`src/rtl/adc_ad768x_seq.sv`:
```
// AD7682/AD7689 scan sequencer with its own SPI engine.
// One CFG write and one result read per frame; two priming frames per scan.
module adc_ad768x_seq #(
  parameter int          NUM_CH     = 4,
  parameter logic [13:0] CFG_BASE   = 14'h3C49,
  parameter int          CLK_DIV    = 2,
  parameter int          CONV_CLKS  = 300,
  parameter int          CYCLE_CLKS = 375
) (
  input  logic                 clk,
  input  logic                 resetL,
  input  logic                 start,
  input  logic                 continuous,
  input  logic                 abort,
  output logic [NUM_CH*16-1:0] adc_data,
  output logic                 ch_valid,
  output logic [2:0]           ch_idx,
  output logic [15:0]          ch_data,
  output logic                 seq_done,
  output logic                 busy,
  output logic                 overrun,
  input  logic                 MISO,
  output logic                 MOSI,
  output logic                 SCK,
  output logic                 SS_0
);

  localparam int FCW = $clog2(CYCLE_CLKS + 1);
  localparam int DW  = (CLK_DIV > 1) ? $clog2(CLK_DIV) : 1;
  localparam logic [3:0] LAST_F = 4'(NUM_CH + 1);

  typedef enum logic [2:0] {
    IDLE, CONV, XFER, STORE, GAP
  } state_t;

  state_t state, state_n;

  logic [2:0]     sync;
  logic           start_edge;
  logic [FCW-1:0] fcnt;
  logic [3:0]     frame;
  logic [DW-1:0]  dcnt;
  logic [4:0]     hcnt;
  logic [15:0]    tx_sh;
  logic [15:0]    rx_sh;
  logic           cont_q;
  logic           abort_q;

  logic           div_tick;
  logic           conv_end;
  logic           frame_end;
  logic           xfer_end;
  logic           last_f;
  logic           stop;
  logic           seq_start;
  logic [2:0]     tx_ch;
  logic [13:0]    cfg;
  logic [15:0]    tx_word;

  assign start_edge = sync[1] & ~sync[2];
  assign div_tick   = dcnt == DW'(CLK_DIV - 1);
  assign conv_end   = fcnt == FCW'(CONV_CLKS - 1);
  assign frame_end  = fcnt == FCW'(CYCLE_CLKS - 1);
  assign xfer_end   = (state == XFER) && div_tick && (hcnt == 5'd31);
  assign last_f     = frame == LAST_F;
  assign stop       = abort | abort_q;
  assign seq_start  = (state_n == CONV) &&
                      ((state == IDLE) || (state == GAP && last_f));
  assign MOSI       = tx_sh[15];

  // CFG word for this frame; frames past the last channel send a dummy ch 0
  always_comb begin
    tx_ch = 3'd0;
    if (frame < 4'(NUM_CH)) tx_ch = frame[2:0];
    cfg = CFG_BASE;
    cfg[9:7] = tx_ch;
    tx_word = {cfg, 2'b00};
  end

  // Next-state decode; abort only acts at a frame boundary once running
  always_comb begin
    state_n = state;
    unique case (state)
      IDLE:  if (start_edge && !abort) state_n = CONV;
      CONV:  if (conv_end) state_n = XFER;
      XFER:  if (xfer_end) state_n = STORE;
      STORE: state_n = GAP;
      GAP: begin
        if (frame_end) begin
          if (stop || (last_f && !cont_q)) state_n = IDLE;
          else state_n = CONV;
        end
      end
      default: state_n = IDLE;
    endcase
  end

  // State register and start synchroniser
  always_ff @(posedge clk or negedge resetL) begin
    if (!resetL) begin
      state <= IDLE;
      sync  <= '0;
    end else begin
      state <= state_n;
      sync  <= {sync[1:0], start};
    end
  end

  // Frame timing, frame index, continuous and abort latches
  always_ff @(posedge clk or negedge resetL) begin
    if (!resetL) begin
      fcnt    <= '0;
      frame   <= '0;
      cont_q  <= 1'b0;
      abort_q <= 1'b0;
    end else begin
      if (state_n == CONV && state != CONV) fcnt <= '0;
      else if (state_n != IDLE) fcnt <= fcnt + FCW'(1);
      if (seq_start) frame <= '0;
      else if (state == GAP && frame_end) frame <= frame + 4'd1;
      if (abort) cont_q <= 1'b0;
      else if (seq_start) cont_q <= continuous;
      if (state_n == IDLE) abort_q <= 1'b0;
      else if (abort) abort_q <= 1'b1;
    end
  end

  // SPI mode 0 engine: MOSI shifts on SCK fall, MISO sampled on SCK rise
  always_ff @(posedge clk or negedge resetL) begin
    if (!resetL) begin
      SS_0  <= 1'b1;
      SCK   <= 1'b0;
      dcnt  <= '0;
      hcnt  <= '0;
      tx_sh <= '0;
      rx_sh <= '0;
    end else if (state == CONV && conv_end) begin
      SS_0  <= 1'b0;
      SCK   <= 1'b0;
      dcnt  <= '0;
      hcnt  <= '0;
      tx_sh <= tx_word;
    end else if (state == XFER) begin
      if (div_tick) begin
        dcnt <= '0;
        hcnt <= hcnt + 5'd1;
        if (!SCK) begin
          SCK   <= 1'b1;
          rx_sh <= {rx_sh[14:0], MISO};
        end else begin
          SCK <= 1'b0;
          if (hcnt == 5'd31) begin
            tx_sh <= '0;
            SS_0  <= 1'b1;
          end else begin
            tx_sh <= {tx_sh[14:0], 1'b0};
          end
        end
      end else begin
        dcnt <= dcnt + DW'(1);
      end
    end
  end

  // Result publishing; priming frames 0 and 1 are dropped
  always_ff @(posedge clk or negedge resetL) begin
    if (!resetL) begin
      adc_data <= '0;
      ch_valid <= 1'b0;
      ch_idx   <= '0;
      ch_data  <= '0;
      seq_done <= 1'b0;
    end else begin
      ch_valid <= 1'b0;
      seq_done <= 1'b0;
      if (xfer_end && frame >= 4'd2) begin
        ch_valid <= 1'b1;
        ch_idx   <= 3'(frame - 4'd2);
        ch_data  <= rx_sh;
        for (int k = 0; k < NUM_CH; k++) begin
          if (frame == 4'(k + 2)) adc_data[16*k +: 16] <= rx_sh;
        end
      end
      if (state == STORE) seq_done <= last_f & ~stop;
    end
  end

  // Busy flag and sticky overrun
  always_ff @(posedge clk or negedge resetL) begin
    if (!resetL) begin
      busy    <= 1'b0;
      overrun <= 1'b0;
    end else begin
      busy <= state_n != IDLE;
      if (start_edge) begin
        if (state != IDLE) overrun <= 1'b1;
        else if (!abort) overrun <= 1'b0;
      end
    end
  end

endmodule

```
`config.mk`:
```
export PLATFORM = sky130hd
export DESIGN_NAME = adc_ad768x_seq
export DESIGN_NICKNAME = d
export VERILOG_FILES = /design/src/rtl/adc_ad768x_seq.sv
export SDC_FILE = /design/constraint.sdc
export NUM_CORES = 1
export LEC_CHECK = 0
export CAP_MARGIN = 40
export CORE_MARGIN = 3
export CORE_UTILIZATION = 53
export DETAILED_ROUTE_END_ITERATION = 8
export PLACE_DENSITY = 0.83
export SLEW_MARGIN = 0
export SYNTH_ARGS = -nofsm -noshare
export SYNTH_HDL_FRONTEND = slang
export SYNTH_SLANG_ARGS = --single-unit
```
`constraint.sdc`:
```
create_clock -name clk -period 3.1 [get_ports clk]
set_input_delay 0.62 -clock clk [delete_from_list [all_inputs] [get_ports clk]]
set_output_delay 0.62 -clock clk [all_outputs]
set_load 0.01 [all_outputs]
```
Yosys cells after proc, flatten, opt, wreduce, memory -nomap -nowiden
Cells that the tools add are included.
{"block": "op_classes", "reduce_logical": 35, "magnitude_cmp": 2, "add_sub_neg": 5, "n_mux": 39, "n_bitwise": 7, "eq_ne": 14}
{"op": "16-bit 2-to-1 mux", "n": 5}
{"op": "1-bit 2-to-1 mux", "n": 21}
{"op": "9-bit == test, second input constant", "n": 2}
{"op": "9-bit 2-to-1 mux", "n": 2}
{"op": "2-bit nonzero test", "n": 8}
{"op": "3-bit 2-to-1 mux", "n": 5}
{"op": "5-bit 2-to-1 mux", "n": 3}
{"op": "3-bit one-hot mux with 5 select lines", "n": 1}
{"op": "2-bit AND reduction", "n": 6}
{"op": "1-bit logical AND", "n": 10}
{"op": "9-bit by 1-bit adder with 9-bit output, second input constant", "n": 1}
{"op": "4-bit by 2-bit == test with 1-bit output, second input constant", "n": 2}
{"op": "4-bit by 3-bit == test with 1-bit output, second input constant", "n": 2}
{"op": "4-bit 2-to-1 mux", "n": 2}
{"op": "4-bit AND reduction", "n": 2}
{"op": "3-bit by 1-bit == test with 1-bit output, second input constant", "n": 2}
{"op": "3-bit by 2-bit == test with 1-bit output, second input constant", "n": 2}
{"op": "3-bit logical NOT", "n": 2}
{"op": "3-bit nonzero test", "n": 2}
{"op": "5-bit by 1-bit adder with 5-bit output, second input constant", "n": 1}
{"op": "5-bit == test, second input constant", "n": 1}
{"op": "4-bit by 1-bit adder with 4-bit output, second input constant", "n": 1}
{"op": "4-bit by 2-bit greater-or-equal comparator with 1-bit output, second input constant", "n": 1}
{"op": "4-bit by 3-bit < comparator with 1-bit output, second input constant", "n": 1}
{"op": "11 further kinds", "n": 17}
{"block": "word_totals", "elab_cells": 124, "out_inout_bits": 90, "regBits": 148}

Longest topological paths before layout
Gate-level depths: netlist (run 1).
{"block": "logic_depth", "word_depth": 10, "depth_mapped": 10}

Least setup slack after synthesis (run 1)
OpenSTA, ideal clock, no wires.
{"block": "synth_timing", "path_type": "flip-flop to flip-flop", "startpoint": "reg hcnt[0]", "endpoint": "reg fcnt[0]", "path_stages_with_launch": 11, "path_slack_ns": 0.859, "required_ns": 2.976, "period_less_slack_ns": 2.241, "path_buffers": 2, "arrival_time_ns": 2.117, "cell_sequence": "dfrtp_1 ha_1 and3_1 ha_1 clkbuf_1 a22oi_1 o211ai_2 a21oi_2 buf_2 xnor2_1 nor2_1"}
{"block": "synth_via", "elab_chain_len": 7, "word_cells_on_any_way": 9}
{"element": "from (decl)", "line_no": "43", "rtl": "logic [4:0] hcnt;"}
{"element": "from (signal assigned)", "line_no": "146", "rtl": "hcnt <= hcnt + 5'd1;"}
{"element": "5-bit == test (*)", "line_no": "64", "rtl": "assign xfer_end = (state == XFER) && div_tick && (hcnt == 5'd31);"}
{"element": "1-bit logical AND (*)", "line_no": "64"}
{"element": "3-bit 2-to-1 mux (*)", "line_no": "86", "rtl": "XFER: if (xfer_end) state_n = STORE;"}
{"element": "3-bit one-hot mux with 5 select lines (*)", "line_no": "83", "rtl": "unique case (state)"}
{"element": "3-bit by 1-bit == test with 1-bit output", "line_no": "117", "rtl": "if (state_n == CONV && state != CONV) fcnt <= '0;"}
{"element": "1-bit logical AND", "line_no": "117"}
{"element": "9-bit 2-to-1 mux / 2-bit nonzero test (equally long branches)"}
{"element": "to (signal assigned)", "line_no": "118", "rtl": "else if (state_n != IDLE) fcnt <= fcnt + FCW'(1);"}
{"element": "to (decl)", "line_no": "40", "rtl": "logic [FCW-1:0] fcnt;"}
Every way passes the cells marked *; elsewhere a longest branch is shown, timed or not.
A chain may end at the register's enable or synchronous reset.

Worst setup path after layout (run 1)
{"block": "layout_timing", "startpoint": "reg hcnt[0]", "endpoint": "reg fcnt[3]"}
Same word-level chain as after synthesis.

==> results.sh, run 1 <==
export IMPL_synth_top_cells_by_count="145 x dfrtp_1, 68 x mux2_2, 63 x nand2_1, 19 x nor2_1, 13 x inv_1"
export IMPL_start_kind="register"
export IMPL_swShare_pct=21.5
export IMPL_yosysTopAreaCell="dfrtp_1"
export IMPL_h_tree_depth=4
export IMPL_routabilityCongestion=0.925
export IMPL_maxSlewViolCount=0
export IMPL_fin_skew_ps=10.9
export IMPL_synth_top_cell_area_share_pct=59.9
export IMPL_die_area_sq_mm=0.0127
export IMPL_clockPowerShare_pct=48.4
export IMPL_top_layer="met4"
export IMPL_ir_drop_mv=0.411
export IMPL_grt_overflow_total=0
export IMPL_p_int_uw=3330
export IMPL_routedWlPerCell_um=18.2
export IMPL_ant_nets=0
export IMPL_crit_type="register to register"
export IMPL_synthArstFlopShare_pct=100
export IMPL_cts_setup_buffers=0
export IMPL_yosysMostFrequentCell="dfrtp_1"
export IMPL_hpwlAfterDp_um=8370
export IMPL_path_clk_slew_ps=60
export IMPL_vias_per_cell=5.43
export IMPL_drc_errors=0
export IMPL_seq_area_sq_mm=0.00365
export IMPL_syn_inst=463
export IMPL_hold_class="primary input to async pin"
export IMPL_rsz0062_at_grt="false"
export IMPL_yosysWarnings=0
export IMPL_worst_slew_pin_slew_ps=640
export IMPL_drive_gt1_share_pct=23.2
export IMPL_port_buffers=95
export IMPL_die_h_um=113
export IMPL_hold_buffers=0
export IMPL_leakage_uw=0.00379
export IMPL_vias=3893
export IMPL_status="completed"
export IMPL_ios=96
export IMPL_rows=38
export IMPL_nets=579
export IMPL_synth_edff_count=0
export IMPL_synth_cell_types=56
export IMPL_die_w_um=113
export IMPL_critPathCaptureType="register"
export IMPL_ys_ff_latch=146
export IMPL_worstPathArrival_ps=2930
export IMPL_fillers=761
export IMPL_cts_tree="yes"
export IMPL_comb_power_share_pct=4.6
export IMPL_multi_input_area_sq_mm=0.00220
export IMPL_setup_viol=0
export IMPL_fp_coreArea_sq_mm=0.0110
export IMPL_max_freq_mhz=385
export IMPL_ys_seq_area_share_pct=60.3
export IMPL_grt_pass1_wl_um=21500
export IMPL_grt_max_degree=80
export IMPL_antenna_found_initial=0
export IMPL_finalHoldViolations=0
export IMPL_cellPowerDensity_mw_per_mm2=549
export IMPL_netlist_top_cells_area="dfrtp_1 60%, mux2_2 13%, nand2_1 3.9%, mux2_4 2.5%, ha_1 1.9%"
export IMPL_drt_total_wl_um=13100
export IMPL_dr_pass1_iters=6
export IMPL_track_usage_pct=21.7
export IMPL_avgSynthCellArea_sq_um=13.1
export IMPL_syn_num_nets=478
export IMPL_wl_met1_um=5590
export IMPL_p_switching_uw=913
export IMPL_first_iter_violations=248
export IMPL_grt_pass1_vias=4034
export IMPL_areaGrowthSynthToFinish_pct=27.7
export IMPL_numCtsBuffers=17
export IMPL_worstSkewPairLatency_ps=420
export IMPL_max_clock_path_buffers=2
export IMPL_met2RoutedLength_um=6500
export IMPL_start_util_pct=55.1
export IMPL_cts_root_buffer="clkbuf_16"
export IMPL_max_cap_violations=0
export IMPL_min_period_ps=2600
export IMPL_ys_flop_type="dfrtp_1"
export IMPL_period_share_pct=83.8
export IMPL_ctsResizeCount=0
export IMPL_critical_path_required_ps=3440
export IMPL_critPathMaxFanout=18
export IMPL_slew_headroom_pct=57.3
export IMPL_syn_cell_area_sq_mm=0.00606
export IMPL_cts_sinks=146
export IMPL_p_seq_share_pct=47.1
export IMPL_worst_hold_slack_ps=193
export IMPL_final_setup_tns_ps=0
export IMPL_wl_met3_um=768
export IMPL_insertedDiodeCount=0
critical path: stages, from the launching register on:
cell	delay [ps]
dfrtp_1	420
ha_1	230
and3_1	200
ha_1	200
buf_4	190
a22oi_1	210
o211ai_2	160
a21oi_2	540
o21ai_0	210
a21oi_1	170
through the flow:
step / util [%] / setup WS [ps] / cells / instance area, sq um / power, uW
2_1_floorplan: - / 859 / 463 / 6060 / 2130
3_3_place_gp: 64.7 / 549 / 684 / 7110 / 2210
3_5_place_dp: 64.7 / 470 / 684 / 7110 / 2220
4_1_cts: 70.3 / 491 / 716 / 7720 / 4290
5_1_grt: 70.4 / 291 / 717 / 7730 / 4410
6_report: 70.4 / 502 / 717 / 7730 / 4250
flip-flops by register name, summed over array words and instances, names as in the netlist, 4 cells and up:
name / cells
rx_sh: 16
fcnt: 9
hcnt: 5
frame: 4
tx_sh: 14
ch_data: 16
adc_data: 64
area by class of cell:
cell class	instances	area share [%]
Multi-Input combinational cell	281	28.5
Inverter	14	0.696
Clock buffer	24	6.62
Sequential cell	146	47.3
Clock inverter	8	1.28
Timing Repair Buffer	104	13.4
Tap cell	140	2.27
path summary, 6_finish.rpt:
| kind | end | startpoint | slack [ps] | cells past startpoint |
|---|---|---|---|---|
| setup reg to reg | fcnt[3] | hcnt[0] | 500 | 9 |
| min in group clk | sync[1] | sync[0] | 360 | 0 |
| hold reg to reg | sync[1] | sync[0] | 360 | 0 |
| max in group asynchronous | frame[1] | resetL | 2060 | 2 |
| hold / removal | adc_data[10] | resetL | 190 | 1 |
| setup / recovery | fcnt[3] | hcnt[0] | 500 | 9 |
routing by layer:
layer,up-vias,track usage [%]
li1,1820,-
met1,1956,28.4
met2,99,33.8
met3,18,7.11
met4,0,8.65
met5,-,0
placed cells by master, fill, tap and decap left out, types with 3 or more instances in the layout:
cell	count
clkbuf_8	6
xor2_1	3
nand4_1	4
dfrtp_1	145
ha_1	9
o21ai_0	11
mux2_1	3
nor3_1	3
mux2_2	68
nand2_1	63
nor2_1	19
a22o_1	5
a21oi_1	12
clkinv_2	4
clkdlybuf4s50_1	94
nand3_1	4
buf_4	7
nor3b_1	7
or3_1	7
mux2i_1	3
inv_1	13
a211o_1	6
mux2_4	10
xnor2_1	6
clkbuf_16	17
cells by family (layout without fill, tap and decap cells):
group | Yosys count | in the layout | synth area share [%]
buf+inv | 36 | 150 | 3.35
simple gates | 129 | 129 | 11.1
flops | 146 | 146 | 60.3
xor+xnor | 9 | 9 | 1.30
fa+ha+maj | 9 | 9 | 1.86
compound gates | 50 | 50 | 5.91
mux | 84 | 84 | 16.2
power by group through the flow:
stage | registers [uW] | clock network (uW) | logic, uW
detailed placement | 2030 | 0 | 195
finish | 2000 | 2050 | 194
CTS | 2000 | 2100 | 198
floorplan | 2010 | 0 | 118
global placement | 2030 | 0 | 185
global route | 2000 | 2180 | 224
(Power assumes the default switching activity.)
==> inputs of run 2 (changes only) <==
- clock period: 3.1 -> 2.7 ns (I/O delays scaled with it)
==> run 2 against run 1 <==
Effect of this change:
- flip-flop and latch count unchanged
- maximum frequency up 12%
- total power up 18%
- clock-buffer cell count down 2
- critical endpoint is now adc_data[56]
==> results.sh, run 2 (same netlist as run 1, synthesis figures left out) <==
export IMPL_status="completed"
export IMPL_worst_hold_slack_ps=113
export IMPL_cts_sinks=146
export IMPL_ant_nets=0
export IMPL_max_cap_violations=0
export IMPL_routabilityCongestion=0.877
export IMPL_max_stage_delay_ps=400
export IMPL_cellPowerDensity_mw_per_mm2=641
export IMPL_drt_total_wl_um=13000
export IMPL_p_switching_uw=1060
export IMPL_numCtsBuffers=17
export IMPL_hold_class="primary input to async pin"
export IMPL_first_iter_violations=237
export IMPL_rows=38
export IMPL_setup_viol=0
export IMPL_vias_per_cell=5.46
export IMPL_grt_pass1_vias=4177
export IMPL_h_tree_depth=4
export IMPL_cts_setup_buffers=0
export IMPL_final_common_cell="dfrtp_1"
export IMPL_ir_drop_mv=0.608
export IMPL_slew_headroom_pct=55.5
export IMPL_ctsResizeCount=0
export IMPL_hpwlAfterDp_um=8710
export IMPL_r2r_start="hcnt[0]"
export IMPL_start_util_pct=55.1
export IMPL_dr_pass1_iters=4
export IMPL_areaGrowthSynthToFinish_pct=28.8
export IMPL_cpMostUsedCell="ha_1"
export IMPL_r2r_end="adc_data[56]"
export IMPL_critPathCaptureType="register"
export IMPL_critPathMaxFanout=14
export IMPL_fp_coreArea_sq_mm=0.0110
export IMPL_reg2reg_depth=9
export IMPL_ios=96
export IMPL_final_cell_mix="145 x dfrtp_1, 94 x clkdlybuf4s50_1, 68 x mux2_2, 63 x nand2_1, 19 x nor2_1"
export IMPL_swShare_pct=21.1
export IMPL_critical_path_required_ps=2990
export IMPL_hold_buffers=0
export IMPL_grt_pass1_wl_um=21700
export IMPL_die_area_sq_mm=0.0127
export IMPL_p_seq_share_pct=45.8
export IMPL_routedWlPerCell_um=18.0
export IMPL_die_w_um=113
export IMPL_drive_gt1_share_pct=24.0
export IMPL_nets=586
export IMPL_grt_max_degree=74
export IMPL_start_kind="register"
export IMPL_worstPathArrival_ps=2600
export IMPL_cts_root_buffer="clkbuf_16"
export IMPL_comb_power_share_pct=4.7
export IMPL_rsz0062_at_grt="false"
export IMPL_leakage_uw=0.00383
export IMPL_cp_cell_sequence="ha_1 > and3_1 > ha_1 > nand2_2 > a31o_4 > clkinv_2 > nand2b_1 > buf_12 > mux2_2"
export IMPL_final_util_pct=71.0
export IMPL_fin_skew_ps=6.39
export IMPL_period_share_pct=85.7
export IMPL_cp_slowest_cell="dfrtp_1"
export IMPL_worst_slew_pin_slew_ps=667
export IMPL_die_h_um=113
export IMPL_largest_reg_flops=64
export IMPL_power_uw=5000
export IMPL_top_register="adc_data"
export IMPL_grt_overflow_total=0
export IMPL_crit_type="register to register"
export IMPL_reg_largest_list="adc_data x64, ch_data x16, rx_sh x16"
export IMPL_max_freq_mhz=432
export IMPL_final_setup_tns_ps=0
export IMPL_drc_errors=0
export IMPL_rrSetupSlack_ps=390
export IMPL_worstSkewPairLatency_ps=410
export IMPL_path_buf_inv=2
export IMPL_p_int_uw=3950
export IMPL_critPathTopFamily="simple AND/OR/NAND/NOR gates"
export IMPL_cts_tree="yes"
export IMPL_path_clk_slew_ps=60
export IMPL_track_usage_pct=21.8
export IMPL_maxSlewViolCount=0
export IMPL_port_buffers=95
export IMPL_antenna_found_initial=0
export IMPL_max_clock_path_buffers=2
export IMPL_finalHoldViolations=0
export IMPL_min_period_ps=2310
export IMPL_clockPowerShare_pct=49.5
export IMPL_insertedDiodeCount=0
export IMPL_vias=3951
## run 2: worst max-delay path by stage
stage	startpoint	end	slack (ps)	depth (start not counted)
after floorplan	hcnt[0]	fcnt[0]	460	10
after global placement	abort	fcnt[4]	360	8
after detailed placement	abort	fcnt[5]	240	8
after CTS	hcnt[0]	adc_data[52]	390	9
after global routing	hcnt[0]	fcnt[6]	190	10
final	hcnt[0]	adc_data[56]	390	9
## run 2: power groups by stage
stage          logic, uW  clock network, uW  registers [uW]
2_1_floorplan        136                  0            2310
3_3_place_gp         224                  0            2320
3_5_place_dp         235                  0            2330
4_1_cts              238               2510            2290
5_1_grt              265               2620            2300
6_report             235               2480            2290
## run 2: cell type report
type | count | area (sq um)
fill | 773 | 3180
sequential | 146 | 3650
clock inverter | 10 | 155
clock buffer | 22 | 474
tap | 140 | 175
inverter | 14 | 53.8
timing repair buffer | 111 | 1080
multi-input combinational | 281 | 2200
## run 2: worst register-to-register path, stage by stage, from the launching register on
cell	delay, ps
dfrtp_1	400
ha_1	220
and3_1	190
ha_1	200
nand2_2	90
a31o_4	110
clkinv_2	160
nand2b_1	270
buf_12	200
mux2_2	350
## run 2: layer usage
metal,up-vias,track usage [%],part of all wire [%]
met2,84,34.4,50
met3,12,6.74,5.6
met4,0,6.97,1.0
met1,2015,29.1,44
met5,-,0,0
li1,1840,-,-
## run 2: through the flow
step                instances  area, sq um  setup slack [ps]
floorplan                 463         6060               459
global placement          692         7170               360
detailed placement        692         7170               241
CTS                       724         7800               391
global route              724         7800               192
finish                    724         7800               387
